===== src/rtl/pdl_meas.sv =====
// Pulse delay/width measurement.
// Measures, in clk cycles, the delay from a trigger rising edge to the next pulse rising edge,
// and the width of that pulse. Results update together with a one-cycle valid strobe.
module pdl_meas #(
    parameter int unsigned WIDTH = 32
) (
    input  logic             clk,
    input  logic             reset,        // asynchronous, active low
    input  logic             enable,
    input  logic             trigger,
    input  logic             pulse_in,
    input  logic [WIDTH-1:0] timeout,      // 0 disables the per-phase timeout
    output logic [WIDTH-1:0] dl_meas,
    output logic [WIDTH-1:0] wb_meas,
    output logic             valid,
    output logic             timeout_err,
    output logic             busy
);

    typedef enum logic [1:0] {
        StIdle,
        StWaitRise,
        StWaitFall
    } state_e;

    state_e           state_q, state_d;
    logic             trig_q, pulse_q;
    logic [WIDTH-1:0] cnt_q, cnt_d;
    logic [WIDTH-1:0] dl_hold_q, dl_hold_d;
    logic [WIDTH-1:0] dl_q, dl_d;
    logic [WIDTH-1:0] wb_q, wb_d;
    logic             valid_q, valid_d;
    logic             err_q, err_d;
    logic             busy_q, busy_d;

    logic             trig_rise;
    logic             pulse_rise;
    logic             pulse_fall;
    logic [WIDTH-1:0] cnt_inc;
    logic             timeout_hit;

    assign trig_rise  = trigger & ~trig_q;
    assign pulse_rise = pulse_in & ~pulse_q;
    assign pulse_fall = ~pulse_in & pulse_q;

    // cnt_inc is the cycle count as of the current edge; saturates instead of wrapping
    assign cnt_inc     = (cnt_q == '1) ? cnt_q : cnt_q + 1'b1;
    assign timeout_hit = (timeout != '0) && (cnt_inc >= timeout);

    // Next-state, counter and output strobe decode; qualifying edges win over timeout
    always_comb begin
        state_d   = state_q;
        cnt_d     = cnt_q;
        dl_hold_d = dl_hold_q;
        dl_d      = dl_q;
        wb_d      = wb_q;
        valid_d   = 1'b0;
        err_d     = 1'b0;

        unique case (state_q)
            StIdle: begin
                if (enable && trig_rise) begin
                    state_d = StWaitRise;
                    cnt_d   = '0;
                end
            end
            StWaitRise: begin
                if (!enable) begin
                    state_d = StIdle;
                end else if (pulse_rise) begin
                    dl_hold_d = cnt_inc;
                    cnt_d     = '0;
                    state_d   = StWaitFall;
                end else if (timeout_hit) begin
                    err_d   = 1'b1;
                    state_d = StIdle;
                end else begin
                    cnt_d = cnt_inc;
                end
            end
            StWaitFall: begin
                if (!enable) begin
                    state_d = StIdle;
                end else if (pulse_fall) begin
                    dl_d    = dl_hold_q;
                    wb_d    = cnt_inc;
                    valid_d = 1'b1;
                    state_d = StIdle;
                end else if (timeout_hit) begin
                    err_d   = 1'b1;
                    state_d = StIdle;
                end else begin
                    cnt_d = cnt_inc;
                end
            end
            default: begin
                state_d = StIdle;
            end
        endcase

        busy_d = (state_d != StIdle);
    end

    // State, edge-detect history and registered outputs
    always_ff @(posedge clk or negedge reset) begin
        if (!reset) begin
            state_q   <= StIdle;
            trig_q    <= 1'b0;
            pulse_q   <= 1'b0;
            cnt_q     <= '0;
            dl_hold_q <= '0;
            dl_q      <= '0;
            wb_q      <= '0;
            valid_q   <= 1'b0;
            err_q     <= 1'b0;
            busy_q    <= 1'b0;
        end else begin
            state_q   <= state_d;
            trig_q    <= trigger;
            pulse_q   <= pulse_in;
            cnt_q     <= cnt_d;
            dl_hold_q <= dl_hold_d;
            dl_q      <= dl_d;
            wb_q      <= wb_d;
            valid_q   <= valid_d;
            err_q     <= err_d;
            busy_q    <= busy_d;
        end
    end

    assign dl_meas     = dl_q;
    assign wb_meas     = wb_q;
    assign valid       = valid_q;
    assign timeout_err = err_q;
    assign busy        = busy_q;

endmodule


===== config.mk =====
export PLATFORM = sky130hd
export DESIGN_NAME = pdl_meas
export DESIGN_NICKNAME = d
export VERILOG_FILES = /design/src/rtl/pdl_meas.sv
export SDC_FILE = /design/constraint.sdc
export NUM_CORES = 1
export LEC_CHECK = 0
export ABC_CLOCK_PERIOD_IN_PS = 4100
export BUFFER_PORTS_ARGS = -buffer_cell sky130_fd_sc_hd__buf_4
export CAP_MARGIN = 15
export CORE_MARGIN = 10
export CORE_UTILIZATION = 30
export CTS_CLUSTER_DIAMETER = 80
export DETAILED_ROUTE_END_ITERATION = 8
export PLACE_DENSITY = 0.6
export SLEW_MARGIN = 25
export SYNTH_ARGS = -nofsm -noshare
export SYNTH_HDL_FRONTEND = slang
export SYNTH_SLANG_ARGS = --single-unit

===== constraint.sdc =====
create_clock -name clk -period 4.1 [get_ports clk]
set_clock_uncertainty 0.05 [all_clocks]
set_input_delay 0.41 -clock clk [delete_from_list [all_inputs] [get_ports clk]]
set_output_delay 0.41 -clock clk [all_outputs]
set_load 0.02 [all_outputs]

==> results of run 1 <==
[worst max-delay path, delay by kind of cell (launching register included)]
| family | cells | cell delay, ns |
|---|---|---|
| buffers and inverters | 7 | 0.86 |
| and+or+nand+nor | 9 | 1.80 |
| DFF | 1 | 0.36 |
| AOI/OAI and AO/OA | 3 | 0.62 |
| adders and majority gates | 1 | 0.31 |
| xor gates and xnor gates | 1 | 0.21 |
[layout make-up]
type	instances	area [µm²]
inverters	68	255
repair buffers	237	1890
clock inverters	11	171
well taps	285	357
fillers	2145	12500
flip-flops and latches	135	3380
clock buffers	21	470
multi-input cells	519	3660
[final timing paths]
check | startpoint | endpoint | slack [ns] | cells after the start
min in group asynchronous | reset | dl_meas[31] | 0.06 | 1
worst max register to register | cnt_q[8] | cnt_q[14] | -0.24 | 21
max in group asynchronous | reset | dl_hold_q[22] | 3.15 | 2
worst min register to register | dl_hold_q[3] | dl_meas[3] | 0.42 | 2
worst max-delay path | cnt_q[8] | cnt_q[14] | -0.24 | 21
worst min-delay path | trigger | trig_q | 0.05 | 1
[logic make-up (layout without fill, tap and decap cells)]
| kind of cell | after synthesis | after routing | share of synthesized area, % |
|---|---|---|---|
| multiplexers | 3 | 3 | 0.453 |
| AO/OA/AOI/OAI | 150 | 150 | 13.4 |
| flip-flops | 135 | 135 | 49.0 |
| AND/OR/NAND/NOR | 301 | 301 | 20.9 |
| adder cells (fa/ha/maj) | 38 | 38 | 6.89 |
| XOR/XNOR | 27 | 27 | 3.54 |
| buffers and inverters | 102 | 337 | 5.86 |
[metrics by stage]
step | instance area (µm²) | worst slack (ns) | hold slack [ns] | setup TNS, ns | utilization [%]
after global routing | 10200 | -0.429 | 0.0397 | -12.83 | 45.0
after detailed placement | 8740 | -0.334 | 0.400 | -8.80 | 38.6
final | 10200 | -0.238 | 0.0515 | -6.12 | 45.0
after CTS | 9890 | -0.233 | 0.0392 | -5.70 | 43.7
after floorplan | 6970 | 0.00484 | 0.0644 | 0 | -
after global placement | 8740 | -0.242 | 0.397 | -5.04 | 38.6
[flip-flops by register name (all words and copies together), names as in the netlist]
name and cells:
timeout_err 1, dl_meas 32, valid 1, pulse_q 1, trig_q 1, cnt_q 32, state_q 2, busy 1
dl_hold_q 32, wb_meas 32
[per-layer routing]
| metal | track usage [%] | routed length (µm) | vias up |
|---|---|---|---|
| met3 | 3.76 | 997 | 28 |
| met1 | 17.7 | 9130 | 2921 |
| met5 | 0 | 0 | - |
| met4 | 5.33 | 498 | 0 |
| li1 | - | - | 3014 |
| met2 | 24.7 | 10600 | 113 |
[synth_stat cells (3+ instances only)]
| master | n |
|---|---|
| nand3_1 | 15 |
| o211ai_1 | 3 |
| buf_2 | 8 |
| o21ai_0 | 69 |
| ha_1 | 38 |
| nand4_1 | 13 |
| o21ai_1 | 6 |
| nor2_1 | 14 |
| nor3b_1 | 3 |
| a31o_2 | 4 |
| nor2b_1 | 3 |
| xnor2_1 | 14 |
| and4_1 | 4 |
| or4_1 | 3 |
| or2_2 | 3 |
| nand2b_1 | 5 |
| and4b_1 | 3 |
| dfrtp_1 | 135 |
| clkbuf_1 | 20 |
| and3_1 | 4 |
| buf_1 | 4 |
| nand2_1 | 190 |
| nor4_1 | 16 |
| inv_1 | 68 |
| o2bb2ai_1 | 22 |
| and2_1 | 4 |
| xor2_1 | 12 |
| a21oi_1 | 25 |
| nor3_1 | 4 |
| a211o_1 | 6 |
[cell usage in the layout (no fill, tap or decap), types with 6 or more instances in the layout]
master	netlist	layout
a211o_1	6	6
a21oi_1	25	22
buf_4	1	221
buf_6	1	10
clkbuf_16	0	18
dfrtp_1	135	134
ha_1	38	33
inv_1	68	64
nand2_1	190	183
nand3_1	15	13
nand4_1	13	13
nor2_1	14	11
nor4_1	16	12
o21ai_0	69	66
o21ai_1	6	8
o2bb2ai_2	0	19
xnor2_1	14	7
xor2_1	12	8
[report_power, final]
part           internal [mW]  switching, mW
Combinational          0.355          0.468
Sequential              1.37         0.0311
Clock                   1.07          0.602
Total                   2.79           1.10
[what timing repair did]
item | 4_1_cts | 5_1_grt
gates cloned | 1 | 1
setup buffers | 22 | 8
hold endpoints to repair | 0 | 0
hold buffers | 0 | 0
pin swaps | 25 | 18
resized for setup | 63 | 41
setup endpoints to repair | 36 | 36
==> metrics.md, run 1 <==
| Metric | Value |
|---|---|
| Required @ worst endpoint | 4.37 ns |
| RSZ-0062 raised after global routing | yes |
| Period utilization | 106% |
| CTS HTree Levels | 4 |
| Worst-path clk slew | approximately 0.060 ns |
| Die X | between 150 and 200 µm |
| Share of cells above drive strength 1 | a little over a third |
| Antenna violations before repair | 0 |
| Cell Pwr Density | 383 nW/µm² |
| Placer Congestion | between 0.8 and 0.9 |
| Top cell type's share of synthesized area | between 40% and 50% |
| Synth Cell Area | approximately 7000 µm² |
| Net count after synthesis | approximately 830 |
| Nets | ~1100 |
| Total track usage | approximately 15% |
| Input/output buffers | 103 |
| Fin crit period | 4.34 ns |
| Slew HR | a little over 40% |
| Clk root buf | clkbuf_16 |
| Sequential share of the synthesized area | roughly 49% |
| Hold WC Path Type | in2reg |
| Post-synth top flop | dfrtp_1 |
| Failing checks | negative setup slack |
| Max-cap viol count | 0 |
| Final-report setup violation count | 35 |
| Die area | between 20000 and 30000 µm² |
| Die Y-Extent | 172 µm |
| Final Hold Viols | 0 |
| Placed cells | ~1200 |
| Peak supply drop | 0.000190 V |
| Final Routed Wirelength | roughly 21000 µm |
| First-pass GRT wire length | 34000 µm |
| DRT antenna net count | 0 |
| Clock Latency Late Sink | 0.43 ns |
| CTS Sinks | 135 |
| Yosys cell types | about 60 |
| Vias/cell | approximately 4.8 |
| DR vias | 6076 |
| Largest net degree at the start of global routing | 108 |
| Kind of critical path | reg2reg |
| Highest Clock Rate | between 200 and 250 MHz |
| CP max FO | 6 |
| Effective utilization at floorplan | 30.5% |
| Avg WL per Cell | between 15 and 20 µm |
| Critical Path Source Type | register |
| Post-DP HPWL | 14900 µm |
| Synthesized flop and latch total | between 100 and 150 |
| Area Overhead vs Synth | 47.6% |
| Synth async-reset ratio | 100% |
| # IOs | about 100 |
| Synth area leaders | dfrtp_1 49%, nand2_1 10%, ha_1 6.9% |
| Core ar. | ~23000 µm² |
| GR Overflow Total | 0 |
| CTS tree | built |
| Worst-margin pin slew | a little under 0.9 ns |
| Critical Path End Type | register |
| LEAKAGE | between 5 and 6 nW |
| Synth Warn # | 0 |
| Status | finished, violations left |
| Total power | 3.90 mW |
| Max incr delay on CP | 0.52 ns |
| CTS Buffer Depth | 2 |
| Vias in the first global route | between 6000 and 7000 |
| Area leader, netlist | dfrtp_1 |
| Diode count | 0 |
| Syn Inst Count | around 760 |
| Number of flops mapped to enable cells by yosys | 0 |
| Avg Inst Size Synth | ~9 µm² |
| Pins Over Slew Limit | 0 |
| Row count | 55 |
| Drt pass-1 iters | 4 |
| Iter 0 DRT Violations | approximately 360 |
| TritonCTS Buffers | 17 |
| Cells along the critical path | buf_4 > buf_4 > and3_1 > nand3_1 > or4_4 > nor3_4 > buf_4 > nand4_1 > xor2_1 > inv_1 > ha_1 > nand4_1 > nor4_2 > o211ai_1 > a31oi_4 > buf_6 > nor2_4 > buf_6 > buf_6 > and4_1 > a21o_1 |
| CP max-delay cell | or4_4 |
| Layout Cells excl Fill | 1276 |
| Worst EP arrival | approximately 4.6 ns |
| Drc violations | 0 |
| Setup slack after layout | -0.238 ns |
No activity file was read; power rests on OpenSTA's default activity.
==> inputs of run 2 (changes only) <==
--- a/config.mk
+++ b/config.mk
@@ -13,6 +13,7 @@
 export CTS_CLUSTER_DIAMETER = 80
 export DETAILED_ROUTE_END_ITERATION = 8
 export PLACE_DENSITY = 0.6
+export SKIP_CTS_REPAIR_TIMING = 1
 export SLEW_MARGIN = 25
 export SYNTH_ARGS = -nofsm -noshare
 export SYNTH_HDL_FRONTEND = slang
==> run 2 against run 1 <==
Against the previous run:
- the flow still finishes with violations (negative setup slack)
- wire length is 0.46% lower
- cell count decreased by 0.63%
- design area is 2.2% lower
- sequential cell count unchanged
- non-clock buffer count decreased by 8
- core utilization down 0.99 points
- setup slack lost 0.14 ns
- fmax decreased by 3.2%
- largest cell class unchanged
==> metrics.md, run 2 (synthesis results as in run 1) <==
| Metric | Value |
|---|---|
| Status | finished, violations left |
| Failing checks | negative setup slack |
| Post-Layout Inst Area | around 10000 µm² |
| Die area | 29500 µm² |
| Max incr delay on CP | ~0.55 ns |
| Comb power frac | 20.9% |
| Input/output buffers | a little over 100 |
| Antenna violations before repair | 0 |
| Met3 usage | ~3.5% |
| Final Routed Wirelength | between 20000 and 25000 µm |
| Kind of critical path | reg2reg |
| GR Overflow Total | 0 |
| Clock Latency Late Sink | between 0.4 and 0.5 ns |
| Clk root buf | clkbuf_16 |
| Total track usage | roughly 14% |
| Layout Cells excl Fill | ~1300 |
| Post-DP HPWL | approximately 15000 µm |
| CP max-delay cell | or4_4 |
| Internal power | about 2.8 mW |
| Psw | ~1.1 mW |
| CTS Buffer Depth | 2 |
| Seq pwr share | 36.1% |
| Diode count | 0 |
| Critical Path End Type | register |
| Area Overhead vs Synth | 44.3% |
| Vias/cell | 4.79 |
| Peak supply drop | 0.000193 V |
| Period utilization | 109% |
| First-pass GRT wire length | 32600 µm |
| Placer Congestion | between 0.8 and 0.9 |
| Met2 Track Usage GR | a little under a quarter |
| Vias in the first global route | around 6000 |
| CP max FO | 5 |
| Largest net degree at the start of global routing | roughly 110 |
| TritonCTS Buffers | 17 |
| DR vias | just over 6000 |
| CTS HTree Levels | 4 |
| Nets | 1045 |
| Sw frac | between 20% and 30% |
| Worst-margin pin slew | between 0.8 and 0.9 ns |
| Commonest non-fill, non-tap cell in the layout | buf_4 |
| M1 GR Usage | between 10% and 20% |
| Clock power frac | between 40 and 50% |
| Total buffers and inverters traversed by the critical path | 5 |
| Core ar. | around 23000 µm² |
| Iter 0 DRT Violations | 349 |
| Required @ worst endpoint | about 4.4 ns |
| CTS tree | built |
| Final Hold Viols | 0 |
| Global routing's busiest layer | met2 |
| Die X | between 150 and 200 µm |
| Post-route core utilization | 44.0% |
| Drc violations | 0 |
| Cell Pwr Density | 390 nW/µm² |
| Setup crit start | cnt_q[5] |
| Avg WL per Cell | about 17 µm |
| Effective utilization at floorplan | 30.5% |
| Setup slack after layout | -0.380 ns |
| Placed cells | between 1000 and 1500 |
| Pins Over Slew Limit | 0 |
| Pre-CTS setup slack | -0.334 ns |
| Share of cells above drive strength 1 | 33.9% |
| Worst EP arrival | 4.78 ns |
| Worst-path clk slew | ~0.06 ns |
| Number of cells on the critical path | 19 |
| CTS Sinks | approximately 140 |
| Row count | 55 |
| Drt pass-1 iters | 5 |
| Max-cap viol count | 0 |
| Hold WC Path Type | in2async |
| Highest Clock Rate | 223 MHz |
| DRT antenna net count | 0 |
| CP delay by family, top | simple AND/OR/NAND/NOR gates |
| Die Y-Extent | approximately 170 µm |
| R2R depth | 19 |
| # IOs | around 100 |
| Final-report setup violation count | 36 |
| Reg-to-Reg Start | cnt_q[5] |
| Critical Path Source Type | register |
| Most frequent cells in the layout | 218 x buf_4, 186 x nand2_1, 133 x dfrtp_1 |
| LEAKAGE | 5.17 nW |
| Cells along the critical path | nand4_1 > or4_4 > nor4b_4 > buf_4 > buf_4 > nor3_2 > and3_1 > xnor2_2 > inv_1 > ha_1 > nand4_1 > nor4_2 > o211ai_1 > a31oi_4 > buf_6 > or2_4 > a21o_4 > clkbuf_16 > o2bb2ai_2 |
| Slew HR | between 40% and 50% |
| Dpl cell area | 8740 µm² |
| RSZ-0062 raised after global routing | yes |
| Fin crit period | about 4.5 ns |
-- run 2: final timing paths --
| kind | slack [ns] | end |
|---|---|---|
| setup / recovery | -0.38 | cnt_q[27] |
| hold / removal | 0.05 | dl_meas[31] |
| hold reg to reg | 0.42 | dl_meas[3] |
| max in group asynchronous | 3.14 | dl_hold_q[20] |
| setup reg to reg | -0.38 | cnt_q[27] |
| min in group clk | 0.05 | trig_q |
-- run 2: per-layer routing --
metal	routed length, µm	vias to the layer above	share of wire, %
met5	0	-	0
met4	426	0	2.0
met3	959	30	4.5
met2	10400	115	49
met1	9350	2938	44
li1	-	2993	-
-- run 2: metrics by stage --
step           setup TNS [ns]  power [mW]  hold slack [ns]
2_1_floorplan               0        1.76           0.0644
3_3_place_gp            -5.04        2.01            0.397
3_5_place_dp            -8.80        2.03            0.400
4_1_cts                -10.24        3.70           0.0392
5_1_grt                -17.16        4.03           0.0423
6_report               -11.43        3.89           0.0508
-- run 2: cell type report --
type | instances | area, µm²
flip-flops and latches | 135 | 3380
fillers | 2191 | 12700
inverters | 68 | 255
clock inverters | 11 | 171
clock buffers | 21 | 470
multi-input cells | 519 | 3500
well taps | 285 | 357
repair buffers | 229 | 1820
-- run 2: power by group through the flow --
stage	logic (mW)	registers, mW	clock network, mW
global route	0.868	1.41	1.76
floorplan	0.315	1.45	0
global placement	0.589	1.43	0
detailed placement	0.598	1.43	0
finish	0.810	1.40	1.67
CTS	0.602	1.40	1.70
==> inputs of run 3 (changes only) <==
--- a/config.mk
+++ b/config.mk
@@ -10,6 +10,7 @@
 export CAP_MARGIN = 15
 export CORE_MARGIN = 10
 export CORE_UTILIZATION = 30
+export CTS_BUF_LIST = sky130_fd_sc_hd__clkbuf_4 sky130_fd_sc_hd__clkbuf_8
 export CTS_CLUSTER_DIAMETER = 80
 export DETAILED_ROUTE_END_ITERATION = 8
 export PLACE_DENSITY = 0.6
==> run 3 against run 2 <==
Against the previous run:
- the run still ends with negative setup slack left
- setup slack gained 0.067 ns
- sequential power is essentially flat
- die area is the same
- combinational power fell by 4.7%
- sequential cell count did not move
- non-clock buffer count fell by 3
- largest cell class unchanged
- largest power group is now sequential cells
==> metrics.md, run 3 (synthesis results as in run 1) <==
| Metric | Value |
|---|---|
| Status | finished, violations left |
| Failing checks | negative setup slack |
| CTS Sinks | about 140 |
| Drt pass-1 iters | 5 |
| Number of cells on the critical path | 17 |
| Placer Congestion | approximately 0.85 |
| Cell Pwr Density | between 300 and 400 nW/µm² |
| CP max FO | 6 |
| Cells along the critical path | nand3_1 > or4_4 > nor4b_4 > buf_4 > buf_4 > or4b_4 > xor2_2 > inv_1 > ha_1 > nand2_4 > nor4_4 > or4b_4 > a31oi_4 > nor2_4 > buf_6 > and4b_1 > a211o_1 |
| LEAKAGE | ~5 nW |
| Total power | roughly 3.4 mW |
| CP delay by family, top | simple AND/OR/NAND/NOR gates |
| Avg WL per Cell | 16.5 µm |
| GR Overflow Total | 0 |
| CTS HTree Levels | 4 |
| Share of cells above drive strength 1 | 34.7% |
| Worst-margin pin slew | ~0.91 ns |
| Row count | 55 |
| Drc violations | 0 |
| Setup crit start | cnt_q[9] |
| FF-to-FF setup slack | -0.31 ns |
| Die X | about 170 µm |
| Vias in the first global route | between 5000 and 6000 |
| Worst r2r dst | cnt_q[21] |
| Area Overhead vs Synth | 41.2% |
| Post-route core utilization | ~43% |
| RSZ-0062 raised after global routing | yes |
| # IOs | 104 |
| Post-DP HPWL | 14900 µm |
| Pins Over Slew Limit | 0 |
| Max-cap viol count | 0 |
| Core ar. | ~23000 µm² |
| Commonest non-fill, non-tap cell in the layout | buf_4 |
| Period utilization | 108% |
| Global routing's busiest layer | met2 |
| Total buffers and inverters traversed by the critical path | 4 |
| Reg-to-Reg Start | cnt_q[9] |
| Critical Path Source Type | register |
| Hold WS | between 0.02 and 0.025 ns |
| Clock Latency Late Sink | roughly 0.45 ns |
| Setup slack after layout | -0.313 ns |
| Largest net degree at the start of global routing | about 110 |
| Slew HR | between 30% and 40% |
| DR vias | between 5000 and 6000 |
| Final Routed Wirelength | approximately 21000 µm |
| Final-report setup violation count | 36 |
| TritonCTS Buffers | 17 |
| Total track usage | between 10% and 20% |
| Antenna violations before repair | 0 |
| CP max-delay cell | or4_4 |
| DRT antenna net count | 0 |
| Kind of critical path | reg2reg |
| Clk root buf | clkbuf_8 |
| Hold WC Path Type | in2async |
| CTS tree | built |
| Met2 Track Usage GR | 23.2% |
| Critical Path End Type | register |
| Worst EP arrival | ~4.7 ns |
| Die area | approximately 29000 µm² |
| Most frequent cells in the layout | 220 x buf_4, 185 x nand2_1, 133 x dfrtp_1 |
| Critical Path End | cnt_q[21] |
| Fin crit period | about 4.4 ns |
| Peak supply drop | ~0.00016 V |
| Vias/cell | around 4.7 |
| R2R depth | 17 |
| CTS Buffer Depth | 2 |
| Highest Clock Rate | approximately 230 MHz |
| Effective utilization at floorplan | between 30% and 40% |
| TNS Setup | -8.70 ns |
| M1 GR Usage | roughly 17% |
| Input/output buffers | between 100 and 150 |
| Diode count | 0 |
| Nets | 1043 |
| Met3 usage | between 3 and 4% |
| Iter 0 DRT Violations | 347 |
| Die Y-Extent | approximately 170 µm |
| Required @ worst endpoint | between 4 and 5 ns |
| Max incr delay on CP | between 0.5 and 0.6 ns |
| Worst-path clk slew | roughly 0.08 ns |
| First-pass GRT wire length | around 32000 µm |
| Final Hold Viols | 0 |
## run 3: cell types whose count changed in the layout (fill, tap and decap cells not counted), moves of 2 or more
cell	change
clkbuf_16	-18
nand2_4	-2
buf_4	+2
clkbuf_8	+17
buf_6	-2
o2bb2ai_2	+4
nand2_2	+3
o2bb2ai_1	-3
xnor2_4	+2
## run 3: worst min path at each step
stage / from / end / slack [ns]
2_1_floorplan: reset / busy / 0.06
3_3_place_gp: dl_hold_q[0] / dl_meas[0] / 0.40
3_5_place_dp: dl_hold_q[3] / dl_meas[3] / 0.40
4_1_cts: trigger / trig_q / -0.01
5_1_grt: trigger / trig_q / 0.002
6_report: reset / dl_meas[31] / 0.02
## run 3: routing by layer
metal	part of all wire [%]	up-vias
met5	0	-
met4	1.4	0
met3	4.6	26
met2	50	111
met1	44	2850
li1	-	2996
## run 3: final cells by class
type / count / area (µm²)
clock buffer: 21 / 283
clock inverter: 11 / 171
fill: 2199 / 12900
inverter: 68 / 255
multi-input combinational: 520 / 3550
sequential: 135 / 3380
tap: 285 / 357
timing repair buffer: 226 / 1750
## run 3: stage by stage
step	instance area, µm²	instances	setup WS, ns
global placement	8740	1214	-0.242
global route	9740	1266	-0.525
CTS	9190	1246	-0.370
finish	9740	1266	-0.313
detailed placement	8740	1214	-0.334
floorplan	6970	756	0.00484
## run 3: power by group
group | switching, mW | internal (mW) | total (mW)
sequential | 0.0308 | 1.37 | 1.40
clock | 0.550 | 0.719 | 1.27
combinational | 0.460 | 0.311 | 0.772
## run 3: worst reg2reg max path, cell delays in order, from the launching register on
cell	delay (ns)
dfrtp_1	0.42
nand3_1	0.09
or4_4	0.57
nor4b_4	0.33
buf_4	0.17
buf_4	0.12
or4b_4	0.14
xor2_2	0.15
inv_1	0.07
ha_1	0.31
nand2_4	0.06
nor4_4	0.30
or4b_4	0.52
a31oi_4	0.33
nor2_4	0.10
buf_6	0.13
and4b_1	0.17
a211o_1	0.26
